**config.mk**
```make
export PLATFORM = sky130hd
export DESIGN_NAME = gpu_mem_arbiter_flat
export DESIGN_NICKNAME = d
export VERILOG_FILES = /design/src/rtl/gpu_mem_arbiter_if.sv /design/src/rtl/gpu_mem_arbiter.sv /design/src/flat_wrapper.sv
export SDC_FILE = /design/constraint.sdc
export NUM_CORES = 1
export LEC_CHECK = 0
export ABC_AREA = 1
export CAP_MARGIN = 10
export CELL_PAD_IN_SITES_DETAIL_PLACEMENT = 2
export CELL_PAD_IN_SITES_GLOBAL_PLACEMENT = 2
export CORE_MARGIN = 1
export CORE_UTILIZATION = 17
export DETAILED_ROUTE_END_ITERATION = 8
export PLACE_DENSITY = 0.72
export SLEW_MARGIN = 20
export SYNTH_ARGS = -nofsm -noshare
export SYNTH_HDL_FRONTEND = slang
export SYNTH_SLANG_ARGS = --single-unit
```
**constraint.sdc**
```tcl
create_clock -name clk -period 2.5 [get_ports clk]
set_clock_uncertainty 0.1 [all_clocks]
set_input_delay 0.5 -clock clk [delete_from_list [all_inputs] [get_ports clk]]
set_output_delay 0.5 -clock clk [all_outputs]
set_load 0.02 [all_outputs]
```
**src/rtl/gpu_mem_arbiter_if.sv**
```systemverilog
`default_nettype none
// ============================================================================
// Module   : gpu_mem_arbiter_if
// Brief    : Bus bundle between the graphics masters, the arbiter and the DRAM
//            command/return port. The arbiter uses the slave view. Whoever
//            drives the masters and models the DRAM uses the master view.
// Revision : 1.0 - initial release
// ============================================================================
interface gpu_mem_arbiter_if #(
    parameter int NUM_MASTERS = 3,
    parameter int ADDR_WIDTH  = 32,
    parameter int DATA_WIDTH  = 32
);
    logic [NUM_MASTERS-1:0]            i_req;
    logic [NUM_MASTERS-1:0]            i_we;
    logic [NUM_MASTERS-1:0]            i_lock;
    logic [NUM_MASTERS*ADDR_WIDTH-1:0] i_addr;
    logic [NUM_MASTERS*DATA_WIDTH-1:0] i_wdata;
    logic [NUM_MASTERS-1:0]            o_gnt;
    logic [NUM_MASTERS-1:0]            o_rvalid;
    logic [DATA_WIDTH-1:0]             o_rdata;
    logic                              o_dram_req;
    logic                              o_dram_we;
    logic [ADDR_WIDTH-1:0]             o_dram_addr;
    logic [DATA_WIDTH-1:0]             o_dram_wdata;
    logic [DATA_WIDTH-1:0]             i_dram_rdata;

    // Arbiter view
    modport slave (
        input  i_req, i_we, i_lock, i_addr, i_wdata, i_dram_rdata,
        output o_gnt, o_rvalid, o_rdata,
        output o_dram_req, o_dram_we, o_dram_addr, o_dram_wdata
    );

    // Master / DRAM-model view
    modport master (
        output i_req, i_we, i_lock, i_addr, i_wdata, i_dram_rdata,
        input  o_gnt, o_rvalid, o_rdata,
        input  o_dram_req, o_dram_we, o_dram_addr, o_dram_wdata
    );
endinterface
`default_nettype wire

```
**src/rtl/gpu_mem_arbiter.sv**
```systemverilog
`default_nettype none
// ============================================================================
// Module   : gpu_mem_arbiter
// Brief    : N-master to single-DRAM arbiter. It provides round-robin
//            arbitration with an optional locked burst per master, a
//            registered DRAM command, and a tag pipeline that routes each read
//            return to the master that issued it.
// Revision : 1.0 - initial release
// ============================================================================
module gpu_mem_arbiter #(
    parameter int NUM_MASTERS = 3,
    parameter int ADDR_WIDTH  = 32,
    parameter int DATA_WIDTH  = 32,
    parameter int RD_LATENCY  = 2,
    parameter int MAX_BURST   = 4
) (
    input  logic              clk,
    input  logic              rst,
    gpu_mem_arbiter_if.slave  bus
);
    localparam int c_ptr_w = (NUM_MASTERS > 1) ? $clog2(NUM_MASTERS) : 1;
    localparam int c_cnt_w = $clog2(MAX_BURST + 1);
    localparam logic [c_ptr_w:0]   c_num_m     = (c_ptr_w + 1)'(NUM_MASTERS);
    localparam logic [c_cnt_w-1:0] c_max_burst = c_cnt_w'(MAX_BURST);

    // Arbitration state
    logic [c_ptr_w-1:0]     rr_ptr_q,    rr_ptr_d;
    logic [c_ptr_w-1:0]     owner_q,     owner_d;
    logic [c_cnt_w-1:0]     burst_cnt_q, burst_cnt_d;

    // DRAM command register
    logic                   dram_req_q,   dram_req_d;
    logic                   dram_we_q,    dram_we_d;
    logic [ADDR_WIDTH-1:0]  dram_addr_q,  dram_addr_d;
    logic [DATA_WIDTH-1:0]  dram_wdata_q, dram_wdata_d;
    logic [c_ptr_w-1:0]     cmd_id_q,     cmd_id_d;

    // Read tag pipeline and return registers
    logic [RD_LATENCY-1:0]  tag_vld_q, tag_vld_d;
    logic [c_ptr_w-1:0]     tag_id_q [RD_LATENCY];
    logic [c_ptr_w-1:0]     tag_id_d [RD_LATENCY];
    logic [NUM_MASTERS-1:0] rvalid_q, rvalid_d;
    logic [DATA_WIDTH-1:0]  rdata_q,  rdata_d;

    // Combinational arbitration results
    logic                   w_hold;
    logic                   w_found;
    logic [c_ptr_w-1:0]     w_win;
    logic [c_ptr_w:0]       w_scan;
    logic [c_ptr_w:0]       w_win_p1;
    logic [NUM_MASTERS-1:0] w_gnt;

    // Pick the winner: a live locked owner keeps the bus, otherwise scan from rr_ptr
    always_comb begin
        w_hold  = (burst_cnt_q != '0) && (burst_cnt_q < c_max_burst) &&
                  bus.i_req[owner_q] && bus.i_lock[owner_q];
        w_found = 1'b0;
        w_win   = '0;
        w_scan  = '0;
        if (w_hold) begin
            w_found = 1'b1;
            w_win   = owner_q;
        end else begin
            for (int i = 0; i < NUM_MASTERS; i++) begin
                w_scan = {1'b0, rr_ptr_q} + (c_ptr_w + 1)'(i);
                if (w_scan >= c_num_m) begin
                    w_scan = w_scan - c_num_m;
                end
                if (!w_found && bus.i_req[w_scan[c_ptr_w-1:0]]) begin
                    w_found = 1'b1;
                    w_win   = w_scan[c_ptr_w-1:0];
                end
            end
        end
        // No grant may leak out while reset is held
        w_gnt = '0;
        if (w_found && !rst) begin
            w_gnt[w_win] = 1'b1;
        end
    end

    // Advance the pointer and burst bookkeeping, and capture the granted command
    always_comb begin
        rr_ptr_d     = rr_ptr_q;
        owner_d      = owner_q;
        burst_cnt_d  = '0;
        dram_req_d   = 1'b0;
        dram_we_d    = dram_we_q;
        dram_addr_d  = dram_addr_q;
        dram_wdata_d = dram_wdata_q;
        cmd_id_d     = cmd_id_q;
        w_win_p1     = {1'b0, w_win} + (c_ptr_w + 1)'(1);
        if (w_win_p1 == c_num_m) begin
            w_win_p1 = '0;
        end
        if (w_found) begin
            rr_ptr_d   = w_win_p1[c_ptr_w-1:0];
            dram_req_d = 1'b1;
            dram_we_d  = bus.i_we[w_win];
            cmd_id_d   = w_win;
            for (int i = 0; i < NUM_MASTERS; i++) begin
                if (w_win == c_ptr_w'(i)) begin
                    dram_addr_d  = bus.i_addr[i*ADDR_WIDTH +: ADDR_WIDTH];
                    dram_wdata_d = bus.i_wdata[i*DATA_WIDTH +: DATA_WIDTH];
                end
            end
            // A locked winner either extends the current burst or opens a new one
            if (bus.i_lock[w_win]) begin
                owner_d     = w_win;
                burst_cnt_d = w_hold ? (burst_cnt_q + c_cnt_w'(1)) : c_cnt_w'(1);
            end
        end
    end

    // Shift read tags and turn the oldest valid tag into a routed return
    always_comb begin
        tag_vld_d[0] = dram_req_q & ~dram_we_q;
        tag_id_d[0]  = cmd_id_q;
        for (int s = 1; s < RD_LATENCY; s++) begin
            tag_vld_d[s] = tag_vld_q[s-1];
            tag_id_d[s]  = tag_id_q[s-1];
        end
        rvalid_d = '0;
        rdata_d  = rdata_q;
        if (tag_vld_q[RD_LATENCY-1]) begin
            rvalid_d[tag_id_q[RD_LATENCY-1]] = 1'b1;
            rdata_d                          = bus.i_dram_rdata;
        end
    end

    // State registers. Reset discards in-flight reads and the pending command.
    always_ff @(posedge clk) begin
        if (rst) begin
            rr_ptr_q     <= '0;
            owner_q      <= '0;
            burst_cnt_q  <= '0;
            dram_req_q   <= 1'b0;
            dram_we_q    <= 1'b0;
            dram_addr_q  <= '0;
            dram_wdata_q <= '0;
            cmd_id_q     <= '0;
            tag_vld_q    <= '0;
            for (int s = 0; s < RD_LATENCY; s++) begin
                tag_id_q[s] <= '0;
            end
            rvalid_q     <= '0;
            rdata_q      <= '0;
        end else begin
            rr_ptr_q     <= rr_ptr_d;
            owner_q      <= owner_d;
            burst_cnt_q  <= burst_cnt_d;
            dram_req_q   <= dram_req_d;
            dram_we_q    <= dram_we_d;
            dram_addr_q  <= dram_addr_d;
            dram_wdata_q <= dram_wdata_d;
            cmd_id_q     <= cmd_id_d;
            tag_vld_q    <= tag_vld_d;
            for (int s = 0; s < RD_LATENCY; s++) begin
                tag_id_q[s] <= tag_id_d[s];
            end
            rvalid_q     <= rvalid_d;
            rdata_q      <= rdata_d;
        end
    end

    assign bus.o_gnt        = w_gnt;
    assign bus.o_rvalid     = rvalid_q;
    assign bus.o_rdata      = rdata_q;
    assign bus.o_dram_req   = dram_req_q;
    assign bus.o_dram_we    = dram_we_q;
    assign bus.o_dram_addr  = dram_addr_q;
    assign bus.o_dram_wdata = dram_wdata_q;
endmodule
`default_nettype wire

```
**src/flat_wrapper.sv**
```systemverilog
// flat-port wrapper written by rule: the top's interface ports become plain ports
module gpu_mem_arbiter_flat 
#(
    parameter int NUM_MASTERS = 3,
    parameter int ADDR_WIDTH  = 32,
    parameter int DATA_WIDTH  = 32,
    parameter int RD_LATENCY  = 2,
    parameter int MAX_BURST   = 4
)
  (clk, rst, bus_i_req, bus_i_we, bus_i_lock, bus_i_addr, bus_i_wdata, bus_i_dram_rdata, bus_o_gnt, bus_o_rvalid, bus_o_rdata, bus_o_dram_req, bus_o_dram_we, bus_o_dram_addr, bus_o_dram_wdata);
  gpu_mem_arbiter_if #(.NUM_MASTERS(NUM_MASTERS), .ADDR_WIDTH(ADDR_WIDTH), .DATA_WIDTH(DATA_WIDTH)) bus_i ();
  input  logic clk;
  input  logic rst;
  input wire logic [$bits(bus_i.i_req)-1:0] bus_i_req;
  input wire logic [$bits(bus_i.i_we)-1:0] bus_i_we;
  input wire logic [$bits(bus_i.i_lock)-1:0] bus_i_lock;
  input wire logic [$bits(bus_i.i_addr)-1:0] bus_i_addr;
  input wire logic [$bits(bus_i.i_wdata)-1:0] bus_i_wdata;
  input wire logic [$bits(bus_i.i_dram_rdata)-1:0] bus_i_dram_rdata;
  output wire logic [$bits(bus_i.o_gnt)-1:0] bus_o_gnt;
  output wire logic [$bits(bus_i.o_rvalid)-1:0] bus_o_rvalid;
  output wire logic [$bits(bus_i.o_rdata)-1:0] bus_o_rdata;
  output wire logic [$bits(bus_i.o_dram_req)-1:0] bus_o_dram_req;
  output wire logic [$bits(bus_i.o_dram_we)-1:0] bus_o_dram_we;
  output wire logic [$bits(bus_i.o_dram_addr)-1:0] bus_o_dram_addr;
  output wire logic [$bits(bus_i.o_dram_wdata)-1:0] bus_o_dram_wdata;
  assign bus_i.i_req = bus_i_req;
  assign bus_i.i_we = bus_i_we;
  assign bus_i.i_lock = bus_i_lock;
  assign bus_i.i_addr = bus_i_addr;
  assign bus_i.i_wdata = bus_i_wdata;
  assign bus_i.i_dram_rdata = bus_i_dram_rdata;
  assign bus_o_gnt = bus_i.o_gnt;
  assign bus_o_rvalid = bus_i.o_rvalid;
  assign bus_o_rdata = bus_i.o_rdata;
  assign bus_o_dram_req = bus_i.o_dram_req;
  assign bus_o_dram_we = bus_i.o_dram_we;
  assign bus_o_dram_addr = bus_i.o_dram_addr;
  assign bus_o_dram_wdata = bus_i.o_dram_wdata;
  gpu_mem_arbiter #(.NUM_MASTERS(NUM_MASTERS), .ADDR_WIDTH(ADDR_WIDTH), .DATA_WIDTH(DATA_WIDTH), .RD_LATENCY(RD_LATENCY), .MAX_BURST(MAX_BURST)) u_core (.clk(clk), .rst(rst), .bus(bus_i));
endmodule
```
Yosys cells after proc, flatten, opt, wreduce, memory -nomap -nowiden
Memories as Yosys holds them, arrays and structs flattened.
Index checks and enable logic that the tools add are counted.
Word-level totals
  flip-flop bits (word level): 112
  latch bits: 0
  memory bits (writable): 4
  ROM bits: 0
  bits of input ports: 235
  output and inout bits: 104
  word-level logic and storage cells: 111
  memories kept: 1
Cells by class
  $add $sub $neg: 7
  multipliers: 0
  div/mod/pow operators: 0
  magnitude comparators: 12
  equal/unequal tests: 3
  shifts and indexed selects: 0
  muxes and demuxes: 49
  bitwise gates (word level): 8
  reduce and logical (&&, ||, !) cells: 19
Memory list
  u_core.tag_id_q: depth 2, width 2, rd ports 2, clocked after memory_dff 0, write ports 2, line gpu_mem_arbiter.sv:40  | logic [c_ptr_w-1:0] tag_id_q [RD_LATENCY];
Operators with widths (number)
  32-bit 2-to-1 mux: 6
  2-bit 2-to-1 mux: 13
  1-bit 2-to-1 mux: 20
  2-bit by 3-bit less-than comparator with 1-bit output, second input constant: 6
  1-bit binary-select mux with 2-bit select: 7
  1-bit logical AND: 8
  2-bit by 1-bit adder with 3-bit output, second input constant: 2
  3-bit by 2-bit greater-or-equal comparator with 1-bit output, second input constant: 2
  3-bit nonzero test: 2
  2-bit subtractor, second input constant: 3
  1-bit inverter: 5
  1-bit demux with 2-bit select: 2
  2-bit by 1-bit greater-or-equal comparator with 1-bit output, second input constant: 2
  2-bit AND reduction: 2
  4-bit OR reduction: 1
  2-bit by 2-bit adder with 3-bit output, second input constant: 1
  3-bit by 1-bit adder with 3-bit output, second input constant: 1
  3-bit by 2-bit equality test with 1-bit output, second input constant: 1
  1-bit logical NOT: 3
  3-bit less-than comparator, second input constant: 1
  3-bit 2-to-1 mux: 1
  3-bit OR reduction: 1
  2-bit by 1-bit equality test with 1-bit output, second input constant: 1
  2-bit equality test, second input constant: 1
  5 further kinds: 6

Depth between registers and ports, before layout
Gate-level depths: netlist of run 1.
  depth after elaboration: 22
  mapped depth: 19
  depth with buffers taken out: 18

Worst setup path after synthesis of run 1
OpenSTA, ideal clock, no wires.
  path kind: register -> output
  start point: register u_core.rr_ptr_q[0]
  end point: output bus_o_gnt[1]
  data arrival time: 2083 ps
  required time: 1900 ps
  setup slack: -183 ps
  cell stages (with the launch flop): 16
  buffers on the path: 2
  cells stage by stage: dfxtp_1 > inv_1 > ha_1 > nor2_1 > nand2_1 > nand2_1 > nand2_1 > nand2_1 > nand2_1 > nand3_2 > nand2_4 > inv_4 > nand2_2 > buf_6 > buf_2 > nor2_1
Between the ends
  word-level cells in the longest chain between the ends: 20
  elaborated cells between the ends (all ways): 41
  classes of those cells: 5 x add/sub; 5 x order compare; 25 x mux; 6 x reduce/logical
RTL lines
  start, declared: line gpu_mem_arbiter.sv:27  | logic [c_ptr_w-1:0] rr_ptr_q, rr_ptr_d;
  start signal, assigned: line gpu_mem_arbiter.sv:149  | rr_ptr_q <= rr_ptr_d;
  parallel branches: the longest is 19 deep, another holds 2-bit by 1-bit adder with 3-bit output
  3-bit 2-to-1 mux *: line gpu_mem_arbiter.sv:77  | if (w_found && !rst) begin
  end, declared: line flat_wrapper.sv:20  | output wire logic [$bits(bus_i.o_gnt)-1:0] bus_o_gnt;
Mark *: on every way between the ends. The select of a mux whose other input is x is not followed.

Final worst setup path of run 1
Same ends and word-level chain as after synthesis.

==> results of run 1 <==
-- kinds of logic after synthesis --
family                     after synthesis  share of synthesized area
DFF                                    116                     0.3806
adders and majority gates                6                    0.01230
buffers and inverters                  141                    0.09946
AOI/OAI and AO/OA                      169                     0.1436
xor gates and xnor gates                 1                   0.001436
and+or+nand+nor                        478                     0.3626
-- layout make-up --
cell class / instances / area (um^2) / share of cell area
Multi-Input combinational cell: 655 / 3426 / 0.2960
Inverter: 78 / 310.3 / 0.02681
Tap cell: 461 / 576.8 / 0.04984
Clock buffer: 18 / 439.2 / 0.03795
Clock inverter: 14 / 177.7 / 0.01535
Timing Repair Buffer: 411 / 4317 / 0.3730
Sequential cell: 116 / 2327 / 0.2011
-- sequential cells by signal (all words and copies together), names as in the netlist --
name and cells:
u_core.cmd_id_q 2, u_core.bus.o_dram_wdata 32, u_core.bus.o_dram_we 1, u_core.bus.o_dram_addr 32, u_core.bus.o_dram_req 1, u_core.bus.o_rvalid 3
u_core.owner_q 2, u_core.rr_ptr_q 2, u_core.tag_id_q 4, u_core.burst_cnt_q 3, u_core.bus.o_rdata 32, u_core.tag_vld_q 2
-- worst register-to-register path, stage by stage (launching register included) --
cell and delay [ns]:
dfxtp_2 0.35, inv_2 0.05, ha_4 0.34, inv_4 0.06, nand2_2 0.05, nand3_2 0.06
nand2_2 0.11, nand3_2 0.11, nand2_2 0.10, nand3_4 0.11, nand2_8 0.12, clkinv_4 0.07
nand2_4 0.07, buf_6 0.22, buf_16 0.21, or2_0 0.14, nand3_1 0.16, a21oi_1 0.18
-- power by group through the flow --
stage	logic [W]	clock network, W	registers (W)
after CTS	0.0111	0.00275	0.00275
after detailed placement	0.00949	0	0.00276
after global placement	0.00924	0	0.00273
final	0.0115	0.00267	0.00275
after global routing	0.0126	0.00282	0.00282
after floorplan	0.00500	0	0.00329
-- per-stage QoR --
stage	worst slack (ns)	util	hold slack, ns	setup TNS [ns]	cells
after CTS	-0.2758	0.3194	0.3101	-8.239	1742
after floorplan	0.02780	-	0.2883	0	911
final	-0.2984	0.3262	0.3094	-6.264	1753
after global placement	-0.8270	0.2882	0.2914	-38.90	1692
after detailed placement	-0.9953	0.2882	0.2988	-50.97	1692
after global routing	-0.4189	0.3262	0.3164	-16.70	1753
-- repair_timing --
item	4_1_cts	5_1_grt
cloned	8	1
resized for setup	70	50
setup endpoints to repair	70	71
pin swaps	10	17
buffers inserted	11	10
-- path summary, 6_finish.rpt --
kind	end	slack [ns]	depth (start not counted)
hold reg to reg	u_core.tag_vld_q[1]	0.31	2
setup reg to reg	u_core.bus.o_dram_wdata[26]	-0.19	17
setup / recovery	bus_o_gnt[1]	-0.30	15
hold / removal	u_core.tag_vld_q[1]	0.31	2
-- layer usage --
layer | global-route usage | share of wire | up-vias
met4 | 0.04762 | 0.014 | 0
met2 | 0.3293 | 0.50 | 276
met1 | 0.1908 | 0.39 | 3733
met3 | 0.07105 | 0.090 | 32
met5 | 0 | 0 | -
li1 | - | - | 3696
-- cells in the final DEF (no fill, tap or decap), types with 3 or more instances in the layout --
master             n
nand2_2           13
inv_2             10
nand2_8            3
nand3_1          132
buf_6              9
or2_1             14
dfxtp_1          114
nor2_4             5
buf_4             45
bufinv_16          3
nor3_1             5
or2_0              6
clkdlybuf4s50_1  332
inv_6              3
clkinv_4           5
nor2_1            79
o21ai_1           17
nand3_2            7
a21oi_2           11
buf_16             6
nand2_1          157
buf_12            12
o21ai_0           76
or2_2             42
dlygate4sd2_1      3
nand4_1            3
inv_4              3
ha_1               4
nand2_4            7
o21ai_2            7
bufbuf_16          3
clkbuf_16         18
inv_1             63
a21oi_1           53
clkinvlp_4         4
==> flow_metrics.env, run 1 <==
export IMPL_outcome="finished with violations"
export IMPL_violations="negative setup slack"
export IMPL_worstHoldStart="u_core.tag_vld_q[0]"
export IMPL_powerDensity_nw_per_um2=1465
export IMPL_gr_usage_all_layers=0.1804
export IMPL_yosys_top_cells_area="dfxtp_1, nand3_1, nand2_1"
export IMPL_hpwl_mm=22.24
export IMPL_p_leak_nw=4.994
export IMPL_coreArea_um2=35480
export IMPL_cts_root_buf="clkbuf_16"
export IMPL_area_growth_pct=89.70
export IMPL_finalCritPeriodShare=1.119
export IMPL_cts_max_level=4
export IMPL_async_reset_ff_frac=0
export IMPL_holdBufCountCts=0
export IMPL_maxCapViolCount=0
export IMPL_drtPass1Iterations=4
export IMPL_setup_violations=65
export IMPL_gp_congestion=0.7911
export IMPL_antenna_left=0
export IMPL_synthTopCellsByCount="nand2_1, nand3_1, dfxtp_1"
export IMPL_synth_edf_count=0
export IMPL_tritoncts="done"
export IMPL_required_ns=1.90
export IMPL_switching_share=0.4658
export IMPL_worst_pin_slew_ns=0.4212
export IMPL_power_frac_seq=0.162
export IMPL_grt_pass1_vias=8397
export IMPL_ir_drop_uv=845.2
export IMPL_chipWidth_um=191.4
export IMPL_grt_pass1_wl_mm=49.35
export IMPL_critPathArrivalTime_ns=2.20
export IMPL_hold_path_class="flip-flop to flip-flop"
export IMPL_hold_viol=0
export IMPL_grt_max_degree=55
export IMPL_worst_slack_ns=-0.2984
export IMPL_ys_types=33
export IMPL_maxSlewHeadroom=0.7183
export IMPL_yosysSeqAreaShare=0.3806
export IMPL_antenna_cells=0
export IMPL_antenna_found_initial=0
export IMPL_synthCells=911
export IMPL_crit_fanout=7
export IMPL_clk_pin_slew_ns=0.07
export IMPL_path_cells="inv_2 > ha_4 > inv_4 > nand2_2 > nand3_2 > nand2_2 > nand2_2 > nand2_2 > nand2_2 > nand3_4 > nand2_8 > clkinv_4 > nand2_4 > nor2_4 > buf_6"
export IMPL_ys_ff_latch=116
export IMPL_crit_path_end_kind="output pin"
export IMPL_crit_slowest_cell="dfxtp_2"
export IMPL_via_per_inst=4.414
export IMPL_synth_nets=1152
export IMPL_rsz0062_at_grt="true"
export IMPL_netlist_area_um2=6101
export IMPL_num_nets_final=1520
export IMPL_clk_latency_ns=0.43
export IMPL_critPathBufInv=4
export IMPL_startpoint_type="flip-flop"
export IMPL_clkPwrFrac=0.157
export IMPL_vias=7737
export IMPL_power_switching_w=0.007895
export IMPL_synth_most_common_cell="nand2_1"
export IMPL_io_buffers=338
export IMPL_cpMostUsedCell="nand2_2"
export IMPL_crit_type="flip-flop to output pin"
export IMPL_clock_sinks=116
export IMPL_fmax_mhz=357.3
export IMPL_num_rows=69
export IMPL_layout_drive_gt1_share=0.1757
export IMPL_p_int_w=0.009055
export IMPL_synth_ff_type="dfxtp_1"
export IMPL_totalWireLength_mm=33.21
export IMPL_synth_top_area_share=0.3806
export IMPL_final_area_um2=11570
export IMPL_pwr_share_comb=0.680
export IMPL_grt_overflow=0
export IMPL_start_util=0.1719
export IMPL_drtIter0Drc=128
export IMPL_synth_largest_area_cell="dfxtp_1"
export IMPL_r2r_start="u_core.rr_ptr_q[0]"
export IMPL_finalPower_w=0.01695
export IMPL_wire_per_inst_um=18.95
export IMPL_fp_dieH_um=191.4
export IMPL_cpPeakStageDelay_ns=0.35
export IMPL_place_area_um2=10230
export IMPL_cp_startpoint="u_core.rr_ptr_q[0]"
export IMPL_slew_violations=0
export IMPL_critPathTopFamily="simple AND/OR/NAND/NOR gates"
export IMPL_boundaryPins=339
export IMPL_drc=0
export IMPL_clk_path_buf_depth=2
export IMPL_synth_area_per_cell_um2=6.697
export IMPL_yosys_warnings=0
export IMPL_cts_buffers=17
export IMPL_nFillCells=4090
export IMPL_fin_crit_ns=2.798
export IMPL_dieArea_um2=36650
No activity file was read; power rests on OpenSTA's default activity.
==> run 2: changes to the inputs <==
Settings changed: CORE_ASPECT_RATIO set to 0.8.
==> run 2 against run 1 <==
The flow still finishes with violations (negative setup slack). Total power is 3.9% higher. Clock-buffer cell count grew 4. Global-route usage shrank 0.32 points. Register-to-register slack got worse by 0.02 ns. Largest cell class unchanged. Sequential power is essentially flat. Worst setup slack gained 0.041 ns. Non-clock buffer count increased by 5. Worst hold slack worse by 0.0056 ns. Die area about the same. Design area up 1.3%. Sequential share of layout area shrank 0.28 points. First-iteration DRC count up 70%. Critical endpoint unchanged.
==> flow_metrics.env, run 2 (synthesis gave the netlist of run 1 again) <==
export IMPL_worst_pin_slew_ns=0.4168
export IMPL_hold_path_cell_count=2
export IMPL_gp_congestion=0.7474
export IMPL_layout_common_cells="clkdlybuf4s50_1, nand2_1, nand3_1, dfxtp_1, nor2_1"
export IMPL_grt_max_degree=75
export IMPL_nFillCells=4018
export IMPL_antenna_left=0
export IMPL_cts_buffers=17
export IMPL_crit_type="flip-flop to output pin"
export IMPL_io_buffers=338
export IMPL_crit_path_end_kind="output pin"
export IMPL_boundaryPins=339
export IMPL_powerDensity_nw_per_um2=1502
export IMPL_vias=7729
export IMPL_post_place_cells=1705
export IMPL_critPathBufInv=4
export IMPL_wire_per_inst_um=19.23
export IMPL_start_util=0.1741
export IMPL_clk_latency_ns=0.42
export IMPL_crit_slowest_cell="dfxtp_2"
export IMPL_antenna_found_initial=4
export IMPL_outcome="finished with violations"
export IMPL_setup_violations=59
export IMPL_hpwl_mm=23.55
export IMPL_ff_latch_area_um2=2325
export IMPL_gr_usage_all_layers=0.1772
export IMPL_cpPeakStageDelay_ns=0.35
export IMPL_critPathTopFamily="simple AND/OR/NAND/NOR gates"
export IMPL_dieArea_um2=36650
export IMPL_coreArea_um2=35030
export IMPL_clk_path_buf_depth=2
export IMPL_hold_path_class="flip-flop to flip-flop"
export IMPL_drtPass1Iterations=4
export IMPL_maxSlewHeadroom=0.7221
export IMPL_cts_root_buf="clkbuf_16"
export IMPL_rsz0062_at_grt="true"
export IMPL_startpoint_type="flip-flop"
export IMPL_path_cells="inv_2 > ha_4 > o21ai_2 > nand2_4 > nand2_1 > nor2_1 > nand2_1 > inv_2 > nor2_4 > inv_4 > nor2_4 > buf_6"
export IMPL_fp_dieH_um=171.4
export IMPL_p_leak_nw=5.091
export IMPL_maxCapViolCount=0
export IMPL_p_int_w=0.009710
export IMPL_finalCritPeriodShare=1.103
export IMPL_final_area_um2=11720
export IMPL_worstRegToRegCells=19
export IMPL_multi_input_area_um2=3402
export IMPL_num_rows=61
export IMPL_slew_violations=0
export IMPL_via_per_inst=4.367
export IMPL_dp_worst_setup_slack_ns=-0.8703
export IMPL_switching_share=0.4487
export IMPL_clkPwrFrac=0.160
export IMPL_grt_pass1_vias=8430
export IMPL_pwr_share_comb=0.685
export IMPL_grt_overflow=0
export IMPL_totalWireLength_mm=34.04
export IMPL_layout_commonest_cell="clkdlybuf4s50_1"
export IMPL_num_nets_final=1525
export IMPL_violations="negative setup slack"
export IMPL_crit_fanout=7
export IMPL_fmax_mhz=362.6
export IMPL_power_frac_seq=0.156
export IMPL_tritoncts="done"
export IMPL_power_switching_w=0.007904
export IMPL_drc=0
export IMPL_critPathArrivalTime_ns=2.16
export IMPL_ir_drop_uv=653.0
export IMPL_hold_viol=0
export IMPL_required_ns=1.90
export IMPL_fin_crit_ns=2.758
export IMPL_clk_pin_slew_ns=0.06
export IMPL_cts_max_level=4
export IMPL_cp_depth=12
export IMPL_instances_no_fill=1770
export IMPL_layout_drive_gt1_share=0.1690
export IMPL_area_growth_pct=92.16
export IMPL_chipWidth_um=213.8
export IMPL_drtIter0Drc=217
export IMPL_clock_sinks=116
export IMPL_worst_slack_ns=-0.2576
export IMPL_place_area_um2=10230
export IMPL_grt_pass1_wl_mm=48.51
[run 2: cell types whose count changed in the layout (fill, tap and decap cells not counted), moves of 5 or more]
cell       change
o21ai_0        -7
nand2_1        +5
nand2_2        -6
o21ai_1       +12
clkbuf_16      +5
o21ai_2        -5
[run 2: worst paths after layout]
kind,slack (ns),from,to
worst max-delay path,-0.26,u_core.rr_ptr_q[0],bus_o_gnt[1]
worst max register to register,-0.21,u_core.rr_ptr_q[0],u_core.bus.o_dram_addr[1]
worst min register to register,0.30,u_core.tag_vld_q[0],u_core.tag_vld_q[1]
worst min-delay path,0.30,u_core.tag_vld_q[0],u_core.tag_vld_q[1]
[run 2: layout make-up]
type	instances	area share
Timing Repair Buffer	416	0.3786
Sequential cell	116	0.1983
Tap cell	472	0.05037
Antenna cell	2	0.0004269
Inverter	78	0.02625
Clock buffer	22	0.03874
Multi-Input combinational cell	655	0.2902
Clock inverter	9	0.01718
[run 2: per-stage QoR]
step / hold WS, ns / util / power [W] / TNS, ns
after global placement: 0.2937 / 0.2920 / 0.01187 / -43.98
after detailed placement: 0.2990 / 0.2920 / 0.01223 / -52.26
after floorplan: 0.2883 / - / 0.008288 / 0
after CTS: 0.3076 / 0.3238 / 0.01672 / -7.428
final: 0.3038 / 0.3347 / 0.01761 / -6.546
after global routing: 0.3189 / 0.3346 / 0.01897 / -17.99
[run 2: worst register-to-register path, delay by kind of cell, from the launching register on]
| family | cells | cell delay [ns] |
|---|---|---|
| adder cells (fa/ha/maj) | 1 | 0.33 |
| AO/OA/AOI/OAI | 2 | 0.26 |
| buffers and inverters | 8 | 0.86 |
| flip-flops | 1 | 0.35 |
| AND/OR/NAND/NOR | 8 | 0.67 |
[run 2: routing by layer]
metal,track usage,routed length [um]
met5,0,34
met4,0.05093,473
met3,0.07413,3246
met2,0.3086,16470
met1,0.1959,13810
[run 2: power by group through the flow]
stage	combinational (W)	clock (W)	sequential (W)
2_1_floorplan	0.00500	0	0.00329
3_3_place_gp	0.00914	0	0.00273
3_5_place_dp	0.00947	0	0.00276
4_1_cts	0.0111	0.00290	0.00274
5_1_grt	0.0132	0.00297	0.00280
6_report	0.0121	0.00281	0.00274
[run 2: what timing repair did]
action | in CTS | in global routing
buffers inserted | 8 | 10
gates resized for setup | 81 | 48
hold buffers | 0 | 0
gates cloned | 7 | 7
setup endpoints to repair | 72 | 71
pin swaps | 12 | 12
==> run 3: changes to the inputs <==
Settings changed: CELL_PAD_IN_SITES_DETAIL_PLACEMENT 2 to 0, CELL_PAD_IN_SITES_GLOBAL_PLACEMENT 2 to 1, CORE_MARGIN 1 to 8, CORE_UTILIZATION 17 to 23, HOLD_SLACK_MARGIN set to 0.12.
==> run 3 against run 2 <==
Highest routed layer is now met4. The run still ends with negative setup slack left. Combinational power is 25% lower. Critical path type unchanged. Die area is 13% lower. Register-to-register slack better by 0.04 ns. Utilization grew 7.8 points.
==> flow_metrics.env, run 3 (synthesis gave the netlist of run 1 again) <==
export IMPL_cts_buffers=17
export IMPL_clk_latency_ns=0.42
export IMPL_antenna_found_initial=0
export IMPL_area_growth_pct=77.38
export IMPL_worstHoldStart="u_core.tag_id_q[0][1]"
export IMPL_grt_pass1_vias=7068
export IMPL_num_nets_final=1497
export IMPL_worst_slack_ns=-0.2470
export IMPL_hpwl_mm=20.83
export IMPL_setup_violations=66
export IMPL_fin_crit_ns=2.747
export IMPL_drtIter0Drc=315
export IMPL_io_buffers=338
export IMPL_chipWidth_um=198.1
export IMPL_cpMostUsedCell="buf_6"
export IMPL_wire_per_inst_um=16.69
export IMPL_nFillCells=2745
export IMPL_crit_path_end_kind="output pin"
export IMPL_cp_startpoint="u_core.rr_ptr_q[1]"
export IMPL_finalPower_w=0.01431
export IMPL_critPathBufInv=5
export IMPL_layout_drive_gt1_share=0.1388
export IMPL_drtPass1Iterations=5
export IMPL_clk_path_buf_depth=2
export IMPL_clk_pin_slew_ns=0.06
export IMPL_ir_drop_uv=722.8
export IMPL_num_rows=53
export IMPL_p_leak_nw=4.720
export IMPL_hold_viol=0
export IMPL_boundaryPins=339
export IMPL_fp_dieH_um=161.7
export IMPL_layout_commonest_cell="clkdlybuf4s50_1"
export IMPL_startpoint_type="flip-flop"
export IMPL_worst_pin_slew_ns=0.6349
export IMPL_required_ns=1.90
export IMPL_slew_violations=0
export IMPL_start_util=0.2329
export IMPL_path_cells="buf_6 > ha_4 > inv_4 > nand2_2 > nand3_2 > nand2_2 > buf_6 > nand4_1 > nand3_2 > nand2_4 > inv_4 > nand2_4 > nor2_4 > buf_6"
export IMPL_powerDensity_nw_per_um2=1322
export IMPL_cts_max_level=4
export IMPL_cts_root_buf="clkbuf_16"
export IMPL_clock_sinks=116
export IMPL_maxSlewHeadroom=0.5763
export IMPL_cpPeakStageDelay_ns=0.32
export IMPL_totalWireLength_mm=27.13
export IMPL_crit_type="flip-flop to output pin"
export IMPL_r2r_start="u_core.rr_ptr_q[1]"
export IMPL_grt_overflow=0
export IMPL_maxCapViolCount=0
export IMPL_vias=7119
export IMPL_finalCritPeriodShare=1.099
export IMPL_rsz0062_at_grt="true"
export IMPL_coreArea_um2=26190
export IMPL_tritoncts="done"
export IMPL_critPathTopFamily="simple AND/OR/NAND/NOR gates"
export IMPL_violations="negative setup slack"
export IMPL_holdBufCountCts=0
export IMPL_fmax_mhz=364.0
export IMPL_totalNegativeSetupSlack_ns=-8.492
export IMPL_dieArea_um2=32030
export IMPL_outcome="finished with violations"
export IMPL_drc=0
export IMPL_dp_worst_setup_slack_ns=-0.8619
export IMPL_layout_common_cells="clkdlybuf4s50_1, nand2_1, nand3_1, dfxtp_1, o21ai_0"
export IMPL_critPathArrivalTime_ns=2.15
export IMPL_grt_pass1_wl_mm=41.00
export IMPL_crit_slowest_cell="dfxtp_2"
export IMPL_gp_congestion=0.8390
export IMPL_via_per_inst=4.381
export IMPL_gr_usage_all_layers=0.1650
export IMPL_antenna_left=0
export IMPL_grt_max_degree=53
export IMPL_antenna_cells=0
export IMPL_crit_fanout=7
export IMPL_hold_path_class="flip-flop to flip-flop"
run 3: routing by layer:
layer	vias to the layer above	GRT usage	wire length, um
met5	-	0	0
met4	0	0.04473	367
met3	24	0.08002	3003
met2	271	0.2707	12290
met1	3179	0.1889	11470
li1	3645	-	-
run 3: report_power, final:
| part | internal [W] | switching (W) |
|---|---|---|
| sequential | 0.00245 | 0.000267 |
| clock | 0.00159 | 0.000884 |
| combinational | 0.00371 | 0.00541 |
| total | 0.00775 | 0.00656 |
run 3: through the flow:
step	instance area, um^2	hold slack [ns]	cells	utilization
3_5_place_dp	10100	0.2925	1590	0.3856
4_1_cts	10750	0.3000	1624	0.4105
3_3_place_gp	10100	0.2943	1590	0.3856
6_report	10820	0.2986	1625	0.4131
2_1_floorplan	6131	0.2883	911	-
5_1_grt	10820	0.3275	1625	0.4131
run 3: worst paths after layout:
kind	to	slack, ns	cells past startpoint
worst max-delay path	bus_o_gnt[1]	-0.25	14
worst min-delay path	u_core.tag_id_q[0][3]	0.30	2
worst max register to register	u_core.bus.o_dram_wdata[11]	-0.17	15
worst min register to register	u_core.tag_id_q[0][3]	0.30	2
run 3: tightest hold or removal path: stages (launching register included):
cell and delay (ns):
dfxtp_1 0.29, inv_1 0.04, nor2_1 0.03
run 3: cell type report:
cell class | count | area (um^2) | share of cell area
clock buffer | 23 | 498.0 | 0.04602
clock inverter | 8 | 98.84 | 0.009134
inverter | 78 | 300.3 | 0.02775
multi-input combinational | 654 | 3272 | 0.3023
sequential | 116 | 2327 | 0.2151
tap | 357 | 446.7 | 0.04128
timing repair buffer | 389 | 3879 | 0.3584
run 3: repair_timing:
action / in CTS / in global routing
gates cloned: 0 / 0
pin swaps: 5 / 7
endpoints found under the setup margin: 71 / 72
resized for setup: 33 / 15
hold endpoints to repair: 0 / 0
setup buffers: 3 / 1
